==> src/rtl/seq_alu.sv <==
// Registered execute-stage ALU: single-cycle logic/shift ops plus iterative
// unsigned multiply (shift-add) and divide (restoring), with start/done handshake.
module seq_alu #(
    parameter int WIDTH = 32
) (
    input  logic             clk,
    input  logic             rst_n,
    input  logic             start,
    input  logic [3:0]       ALUOp,
    input  logic [WIDTH-1:0] A,
    input  logic [WIDTH-1:0] B,
    output logic             busy,
    output logic             done,
    output logic [WIDTH-1:0] C,
    output logic [WIDTH-1:0] HI,
    output logic             dz
);

    localparam int SW = $clog2(WIDTH);
    localparam logic [SW:0] CNT_INIT = (SW+1)'(WIDTH);
    localparam logic [SW:0] CNT_ONE  = (SW+1)'(1);

    typedef enum logic {
        IDLE = 1'b0,
        RUN  = 1'b1
    } state_t;

    typedef enum logic [3:0] {
        OP_ADD  = 4'd0,
        OP_SUB  = 4'd1,
        OP_AND  = 4'd2,
        OP_OR   = 4'd3,
        OP_SRL  = 4'd4,
        OP_SRA  = 4'd5,
        OP_SLL  = 4'd6,
        OP_SLT  = 4'd7,
        OP_MULU = 4'd8,
        OP_DIVU = 4'd9
    } op_t;

    state_t           state_q, state_d;
    logic             is_div_q, is_div_d;
    logic [WIDTH-1:0] opnd_q, opnd_d;       // multiplicand or divisor
    logic [WIDTH-1:0] acc_hi_q, acc_hi_d;   // partial product high / remainder
    logic [WIDTH-1:0] acc_lo_q, acc_lo_d;   // multiplier / dividend->quotient
    logic [SW:0]      cnt_q, cnt_d;
    logic [WIDTH-1:0] c_q, c_d;
    logic [WIDTH-1:0] hi_q, hi_d;
    logic             dz_q, dz_d;
    logic             done_q, done_d;

    logic [WIDTH-1:0] single_c_s;
    logic [SW-1:0]    shamt_s;
    logic [WIDTH:0]   mul_sum_s;
    logic [WIDTH-1:0] mul_hi_s, mul_lo_s;
    logic [WIDTH:0]   div_shift_s, div_diff_s;
    logic             div_ge_s;
    logic [WIDTH-1:0] div_hi_s, div_lo_s;
    logic [WIDTH-1:0] step_hi_s, step_lo_s;

    // Single-cycle operation result
    always_comb begin
        single_c_s = '0;
        shamt_s    = B[SW-1:0];
        case (ALUOp)
            OP_ADD:  single_c_s = A + B;
            OP_SUB:  single_c_s = A - B;
            OP_AND:  single_c_s = A & B;
            OP_OR:   single_c_s = A | B;
            OP_SRL:  single_c_s = A >> shamt_s;
            OP_SRA:  single_c_s = $unsigned($signed(A) >>> shamt_s);
            OP_SLL:  single_c_s = A << shamt_s;
            OP_SLT:  single_c_s = {{(WIDTH-1){1'b0}}, ($signed(A) < $signed(B))};
            default: single_c_s = '0;
        endcase
    end

    // One iteration of shift-add multiply and restoring divide
    always_comb begin
        mul_sum_s   = {1'b0, acc_hi_q} + (acc_lo_q[0] ? {1'b0, opnd_q} : {(WIDTH+1){1'b0}});
        mul_hi_s    = mul_sum_s[WIDTH:1];
        mul_lo_s    = {mul_sum_s[0], acc_lo_q[WIDTH-1:1]};
        div_shift_s = {acc_hi_q, acc_lo_q[WIDTH-1]};
        div_diff_s  = div_shift_s - {1'b0, opnd_q};
        div_ge_s    = (div_shift_s >= {1'b0, opnd_q});
        div_hi_s    = div_ge_s ? div_diff_s[WIDTH-1:0] : div_shift_s[WIDTH-1:0];
        div_lo_s    = {acc_lo_q[WIDTH-2:0], div_ge_s};
        if (is_div_q) begin
            step_hi_s = div_hi_s;
            step_lo_s = div_lo_s;
        end else begin
            step_hi_s = mul_hi_s;
            step_lo_s = mul_lo_s;
        end
    end

    // Next-state and result-register logic
    always_comb begin
        state_d  = state_q;
        is_div_d = is_div_q;
        opnd_d   = opnd_q;
        acc_hi_d = acc_hi_q;
        acc_lo_d = acc_lo_q;
        cnt_d    = cnt_q;
        c_d      = c_q;
        hi_d     = hi_q;
        dz_d     = dz_q;
        done_d   = 1'b0;
        case (state_q)
            IDLE: begin
                if (start) begin
                    if ((ALUOp == OP_MULU) || (ALUOp == OP_DIVU)) begin
                        state_d  = RUN;
                        is_div_d = (ALUOp == OP_DIVU);
                        opnd_d   = (ALUOp == OP_DIVU) ? B : A;
                        acc_lo_d = (ALUOp == OP_DIVU) ? A : B;
                        acc_hi_d = '0;
                        cnt_d    = CNT_INIT;
                    end else begin
                        c_d    = single_c_s;
                        hi_d   = '0;
                        dz_d   = 1'b0;
                        done_d = 1'b1;
                    end
                end else begin
                    state_d = IDLE;
                end
            end
            RUN: begin
                acc_hi_d = step_hi_s;
                acc_lo_d = step_lo_s;
                cnt_d    = cnt_q - CNT_ONE;
                if (cnt_q == CNT_ONE) begin
                    state_d = IDLE;
                    c_d     = step_lo_s;
                    hi_d    = step_hi_s;
                    dz_d    = is_div_q && (opnd_q == '0);
                    done_d  = 1'b1;
                end else begin
                    state_d = RUN;
                end
            end
            default: state_d = IDLE;
        endcase
    end

    // State and result registers, synchronous active-low reset
    always_ff @(posedge clk) begin
        if (!rst_n) begin
            state_q  <= IDLE;
            is_div_q <= 1'b0;
            opnd_q   <= '0;
            acc_hi_q <= '0;
            acc_lo_q <= '0;
            cnt_q    <= '0;
            c_q      <= '0;
            hi_q     <= '0;
            dz_q     <= 1'b0;
            done_q   <= 1'b0;
        end else begin
            state_q  <= state_d;
            is_div_q <= is_div_d;
            opnd_q   <= opnd_d;
            acc_hi_q <= acc_hi_d;
            acc_lo_q <= acc_lo_d;
            cnt_q    <= cnt_d;
            c_q      <= c_d;
            hi_q     <= hi_d;
            dz_q     <= dz_d;
            done_q   <= done_d;
        end
    end

    assign busy = (state_q == RUN);
    assign done = done_q;
    assign C    = c_q;
    assign HI   = hi_q;
    assign dz   = dz_q;

endmodule

==> config.mk <==
export PLATFORM = sky130hd
export DESIGN_NAME = seq_alu
export DESIGN_NICKNAME = d
export VERILOG_FILES = /design/src/rtl/seq_alu.sv
export SDC_FILE = /design/constraint.sdc
export NUM_CORES = 1
export LEC_CHECK = 0
export CAP_MARGIN = 40
export CORE_ASPECT_RATIO = 0.5
export CORE_UTILIZATION = 26
export DETAILED_ROUTE_END_ITERATION = 8
export HOLD_SLACK_MARGIN = 0.15
export SLEW_MARGIN = 30
export SYNTH_ARGS = -nofsm -noshare
export SYNTH_HDL_FRONTEND = slang
export SYNTH_SLANG_ARGS = --single-unit
==> constraint.sdc <==
create_clock -name clk -period 7.85 [get_ports clk]
set_input_delay 0.785 -clock clk [delete_from_list [all_inputs] [get_ports clk]]
set_output_delay 0.785 -clock clk [all_outputs]
set_load 0.03 [all_outputs]
## Word-level counts from Yosys, hierarchy flattened

Index checks and enable logic that the tools add are counted.

| word-level totals | value |
|---|---|
| register bits after elaboration | 170 |
| output and inout port bits | 67 |
| logic and storage cells | 80 |
| bits of input ports | 71 |

| cells by class | value |
|---|---|
| add/sub/neg operators | 5 |
| shifts and indexed selects | 3 |
| multiplexer cells | 36 |
| equal/unequal tests | 14 |
| bitwise operators | 3 |
| magnitude comparators | 2 |
| reduce and logical (&&, ||, !) cells | 7 |

Operator list:

| cell | count |
|---|---|
| 32-bit two-way mux | 16 |
| 32-bit case mux with 2 select lines | 4 |
| 32-bit case mux with 8 select lines | 1 |
| 32-bit subtractor | 2 |
| 32-bit by 32-bit adder with 33-bit output | 1 |
| 33-bit by 32-bit >= comparator with 1-bit output | 1 |
| 32-bit adder | 1 |
| 32-bit bitwise AND | 1 |
| 32-bit zero test | 1 |
| 32-bit less-than comparator | 1 |
| 32-bit bitwise OR | 1 |
| 32-bit by 5-bit << shifter with 32-bit output | 1 |
| 32-bit by 5-bit >> shifter with 32-bit output | 1 |
| 32-bit by 5-bit >>> shifter with 32-bit output | 1 |
| 4-bit by 3-bit == test with 1-bit output, second input constant | 4 |
| 6-bit two-way mux | 2 |
| 6-bit case mux with 2 select lines | 1 |
| 1-bit two-way mux | 9 |
| 4-bit by 2-bit == test with 1-bit output, second input constant | 2 |
| 4-bit == test, second input constant | 2 |
| 6-bit by 1-bit == test with 1-bit output, second input constant | 1 |
| 2-bit inequality test, second input constant | 3 |
| 1-bit case mux with 2 select lines | 3 |
| 3-bit AND reduction | 2 |
| 8 further kinds | 8 |

## Logic depth before layout (Yosys ltp)

| depth | value |
|---|---|
| word-level depth | 5 |
| depth in mapped cells | 15 |
| depth with buffers taken out | 14 |

## Least setup slack after synthesis

Ideal clock, no wire load.

| timing path | value |
|---|---|
| path kind | input-to-reg |
| from | input B[2] |
| to | register c_q[22] (netlist: C[22]) |
| setup time | 0.070 ns |
| cell stages on the path | 15 |
| buffers on the path | 3 |
| arrival time | 4.319 ns |
| path slack | 3.461 ns |
| path through | clkinv_1 > clkbuf_1 > buf_1 > clkbuf_1 > ha_1 > nor2b_1 > o31ai_1 > a21oi_1 > a311oi_1 > o31a_1 > o21bai_1 > a2111oi_2 > o21a_1 > o21ai_0 > a21oi_1 |

| on the way | value |
|---|---|
| cells in the longest elaborated chain, start to end | 5 |

RTL lines:

| item | RTL line | source |
|---|---|---|
| from (decl) | 11 | `input logic [WIDTH-1:0] B,` |
| 32-bit subtractor, or another cell as far along | 67 | `OP_SUB: single_c_s = A - B;` |
| 32-bit case mux with 8 select lines * | 65 | `case (ALUOp)` |
| 32-bit two-way mux * | 112 | `if ((ALUOp == OP_MULU) \|\| (ALUOp == OP_DIVU)) begin` |
| 32-bit two-way mux * | 111 | `if (start) begin` |
| 32-bit case mux with 2 select lines * | 109 | `case (state_q)` |
| to (signal assigned) | 156 | `c_q <= '0;` |
| to (signal assigned) | 167 | `c_q <= c_d;` |
| to (decl) | 47 | `logic [WIDTH-1:0] c_q, c_d;` |

Every way passes the cells marked *; elsewhere a longest branch is shown, timed or not. The select of a mux whose other input is x is not followed.
A chain may end at the register's enable or synchronous reset.

## Final worst setup path

| timing path | value |
|---|---|
| from | input B[4] |
| to | register c_q[28] (netlist: C[28]) |

Same word-level chain as after synthesis.

==> flow_metrics.py <==
metrics = {
    "status": {
        "status": "finished, final reports clean",
    },
    "synth": {
        "synth_fp_nets": 2949,
        "synth-warning-count": 0,
        "mappedNetlistArea_sq_um": 19470,
        "synth_async_sr_flop_share_pct": 0,
        "synth_top_area_cell": "dfxtp_1",
        "yosys_register_bits": 170,
        "synth_largest_type_area_fraction_pct": 17.48,
        "synth_sequential_area_ratio_pct": 17.48,
        "synth_cells": 2694,
        "netlist-cell-type-count": 87,
        "dominantRegCellSynth": "dfxtp_1",
        "synth_edf_count": 0,
        "postSynthAreaPerCell_sq_um": 7.228,
        "synthTopCellsByArea": "dfxtp_1 17%, ha_1 12%, o21ai_0 6.9%",
    },
    "clock_network": {
        "cts_tree": "yes",
        "cts-hold-fix-buffers": 0,
        "cts_post_setup_buffers_inserted": 0,
        "tritoncts_num_sinks": 170,
        "clk_pin_slew_ps": 90,
        "number_of_levels_the_h_tree_was_split_into": 4,
        "clk-insertion-delay-late_ps": 470,
        "clk_path_buf_depth": 2,
        "cts_resized": 0,
        "cts_root_buf": "clkbuf_16",
        "tritoncts.num_buffers": 17,
    },
    "finish": {
        "layout.area.seq_sq_um": 3408,
        "finish.cell_count_without_fillers": 3671,
        "multi_input_comb_area_sq_um": 14740,
        "area.growth.synth_to_final_pct": 14.21,
        "final.fill_count": 8033,
        "post_route_cells_drive_above_1_share_pct": 7.895,
        "nNetsFinal": 2940,
    },
    "place": {
        "dp_hpwl_microns": 63190,
        "place_inst": 3636,
        "gp_routability_congestion": 0.9746,
        "place.port_buffers": 137,
    },
    "setup_path": {
        "crit_fanout": 44,
        "cpLargestDelayFamily": "compound AO/OA/AOI/OAI gates",
        "cp_num_buf_inv": 4,
        "crit_end": "C[28]$_SDFFE_PN0P_",
        "path_class": "in -> reg",
        "crit_path_cell_trace": "clkdlybuf4s50_1 -> buf_4 -> inv_1 -> buf_4 -> ha_1 -> o21a_1 -> o31ai_1 -> a21oi_1 -> a311oi_1 -> o31a_1 -> o21bai_1 -> a31oi_1 -> a311oi_1 -> mux2i_1 -> o21ai_0",
        "critPathSlowestCell": "a21oi_1",
        "timing.reg2reg.worst_path_depth": 13,
        "timing.critical_path.slowest_cell_delay_ps": 490,
        "setup.worst_path.start_class": "primary input",
        "setup.reg_to_reg.worst_slack_ps": 3410,
        "crit_path_dat_ps": 5070,
        "r2r-end": "HI[30]$_SDFFE_PN0P_",
        "endpoint_kind": "flop",
        "critical_path_depth": 15,
        "crit-reg2reg-launch": "acc_lo_q[0]$_SDFFE_PN0P_",
        "required_ps": 8210,
        "setup.worst_path.start": "B[4]",
    },
    "sta": {
        "skew_ps": 26.12,
        "final.setup.tns_ps": 0,
        "finalMaxSlewViolations": 0,
        "max_freq_mhz": 212.2,
        "hold_viol": 0,
        "finalCritPeriodShare_pct": 60.03,
        "setup-violations-final": 0,
        "worst_slew_pin_slew_ps": 885.6,
        "slew_headroom_pct": 40.34,
        "grt_setup_unrepaired": "false",
        "clock_period_minus_worst_slack_ps": 4713,
        "fin_worst_hold_slack_ps": 455.7,
    },
    "pwr": {
        "intPower_mw": 1.744,
        "power.clock.fraction_pct": 30.6,
        "reg_power_share_pct": 31.9,
        "max-vdd-ir-drop_uv": 143.7,
        "p_sw_share_pct": 39.38,
        "total_power_mw": 2.877,
        "net-switching-power_mw": 1.133,
        "power-per-cell-area_nw_per_um2": 129.4,
        "power.share.combinational_pct": 37.5,
        "leakage_nw": 8.864,
    },
    "detailed_routing": {
        "finalWirelength_microns": 83610,
        "vias": 20729,
        "detail-route-antenna-nets": 0,
        "drc_errors": 0,
        "routed-wl-met3_microns": 6188,
        "avgViaCountPerCell": 5.647,
        "dr.max_layer_used": "met5",
        "met2_wirelength_microns": 38300,
        "wl_on_met1_microns": 36750,
        "detail_route.wl_per_cell_microns": 22.78,
        "first_iter_violations": 2066,
        "drt-pass1-iter-count": 5,
    },
    "run": {
        "maxCapViolations": 0,
    },
    "global_routing": {
        "grt_first_pass_wirelength_microns": 124100,
        "grt_util_all_layers_pct": 21.23,
        "grt_pass1_vias": 19151,
        "antenna_found_initial": 5,
        "grt_start_max_net_pins": 72,
        "global_route.overflow_total": 0,
    },
    "floorplan": {
        "dieHeight_microns": 195.5,
        "chipWidth_microns": 389.0,
        "core_sq_um": 73570,
        "fp_rows": 70,
        "die-area_sq_um": 76050,
        "number_of_top_level_pins": 138,
        "start_util_pct": 26.47,
    },
    "worst_hold_path": {
        "min-delay-path-class": "reg -> reg",
        "min-delay-start": "HI[18]$_SDFFE_PN0P_",
    },
}
-- layout make-up --
cell class	instances	share of cell area (%)
antenna	1	0.01125
clock inverter	10	0.4332
tap	972	5.469
inverter	146	2.464
timing repair buffer	185	7.804
clock buffer	22	2.228
sequential	170	15.33
multi-input combinational	2165	66.27
-- per-layer routing --
metal,GRT usage (%),up-vias
met2,34.30,885
met4,6.518,4
li1,-,9708
met3,2.920,123
met5,0,-
met1,29.16,10009
-- state kept, by name (all words and copies together), names as in the netlist --
signal	count
HI	32
acc_lo_q	32
acc_hi_q	32
busy	1
opnd_q	32
is_div_q	1
cnt_q	6
C	32
dz	1
done	1
-- power groups by stage --
stage	sequential [mW]	combinational (mW)	clock, mW
after detailed placement	0.938	1.05	0
final	0.919	1.08	0.879
after global placement	0.938	1.05	0
after global routing	0.921	1.15	0.926
after floorplan	0.948	0.685	0
after CTS	0.918	1.05	0.890
-- worst register-to-register path: stages, from the launching register on --
cell and delay [ps]:
dfxtp_1 310, buf_4 240, and2_1 200, ha_1 340, o21ai_0 100, nor2_1 270
o211ai_1 270, o21ai_0 460, a31oi_1 330, o31ai_1 700, mux2_2 410, a211o_1 230
a21oi_1 340, o21ai_0 120
-- cell usage after synthesis (48+ instances only) --
library cell	count
a21oi_1	221
a31oi_1	49
clkbuf_1	167
dfxtp_1	170
ha_1	180
inv_1	144
mux2i_1	67
nand2_1	309
nor2_1	271
nor3_1	48
o211ai_1	69
o21ai_0	269
-- metrics by stage --
| step | setup WS (ps) | util, % | instance area [sq um] |
|---|---|---|---|
| floorplan | 3461 | - | 19470 |
| detailed placement | 2826 | 29.37 | 21600 |
| CTS | 3303 | 30.17 | 22200 |
| finish | 3137 | 30.23 | 22240 |
| global route | 2947 | 30.22 | 22240 |
| global placement | 2859 | 29.35 | 21590 |
-- kinds of logic after synthesis --
family | Yosys count | synth area share (%)
AOI/OAI and AO/OA | 907 | 29.65
and+or+nand+nor | 850 | 19.51
buffers and inverters | 359 | 7.101
adders and majority gates | 184 | 11.98
DFF | 170 | 17.48
muxes | 148 | 10.87
xor gates and xnor gates | 76 | 3.419
-- worst min-delay path by stage --
stage,endpoint,slack (ps),cells after the start
2_1_floorplan,acc_lo_q[13]$_SDFFE_PN0P_,440,2
3_3_place_gp,HI[21]$_SDFFE_PN0P_,440,2
3_5_place_dp,HI[25]$_SDFFE_PN0P_,450,2
4_1_cts,HI[22]$_SDFFE_PN0P_,460,2
5_1_grt,HI[19]$_SDFFE_PN0P_,480,2
6_report,HI[18]$_SDFFE_PN0P_,460,2
-- cells in the final DEF (no fill, tap or decap), types with 13 or more instances in the layout --
cell type | synthesis | routed
o21ai_0 | 269 | 269
clkdlybuf4s50_1 | 0 | 131
nand2_1 | 309 | 307
nand2b_1 | 24 | 24
o21bai_1 | 19 | 19
mux4_2 | 47 | 47
ha_1 | 180 | 180
o21a_1 | 15 | 15
xnor2_1 | 46 | 46
nor3_1 | 48 | 46
buf_4 | 3 | 46
o31ai_1 | 18 | 18
a22o_1 | 25 | 25
o2111ai_1 | 13 | 13
a221oi_1 | 19 | 19
nor2_1 | 271 | 267
xor2_1 | 30 | 30
a21o_1 | 39 | 39
a211oi_1 | 27 | 27
inv_1 | 144 | 143
a31oi_1 | 49 | 49
nand3_1 | 47 | 47
o211ai_1 | 69 | 69
nor2b_1 | 21 | 21
nand4_1 | 15 | 15
a21oi_1 | 221 | 220
and2_1 | 38 | 38
mux2_2 | 33 | 33
clkbuf_16 | 0 | 18
dfxtp_1 | 170 | 168
nor4_1 | 18 | 18
mux2i_1 | 67 | 67
or3_1 | 15 | 15
Power figures use the tool's default switching activity.
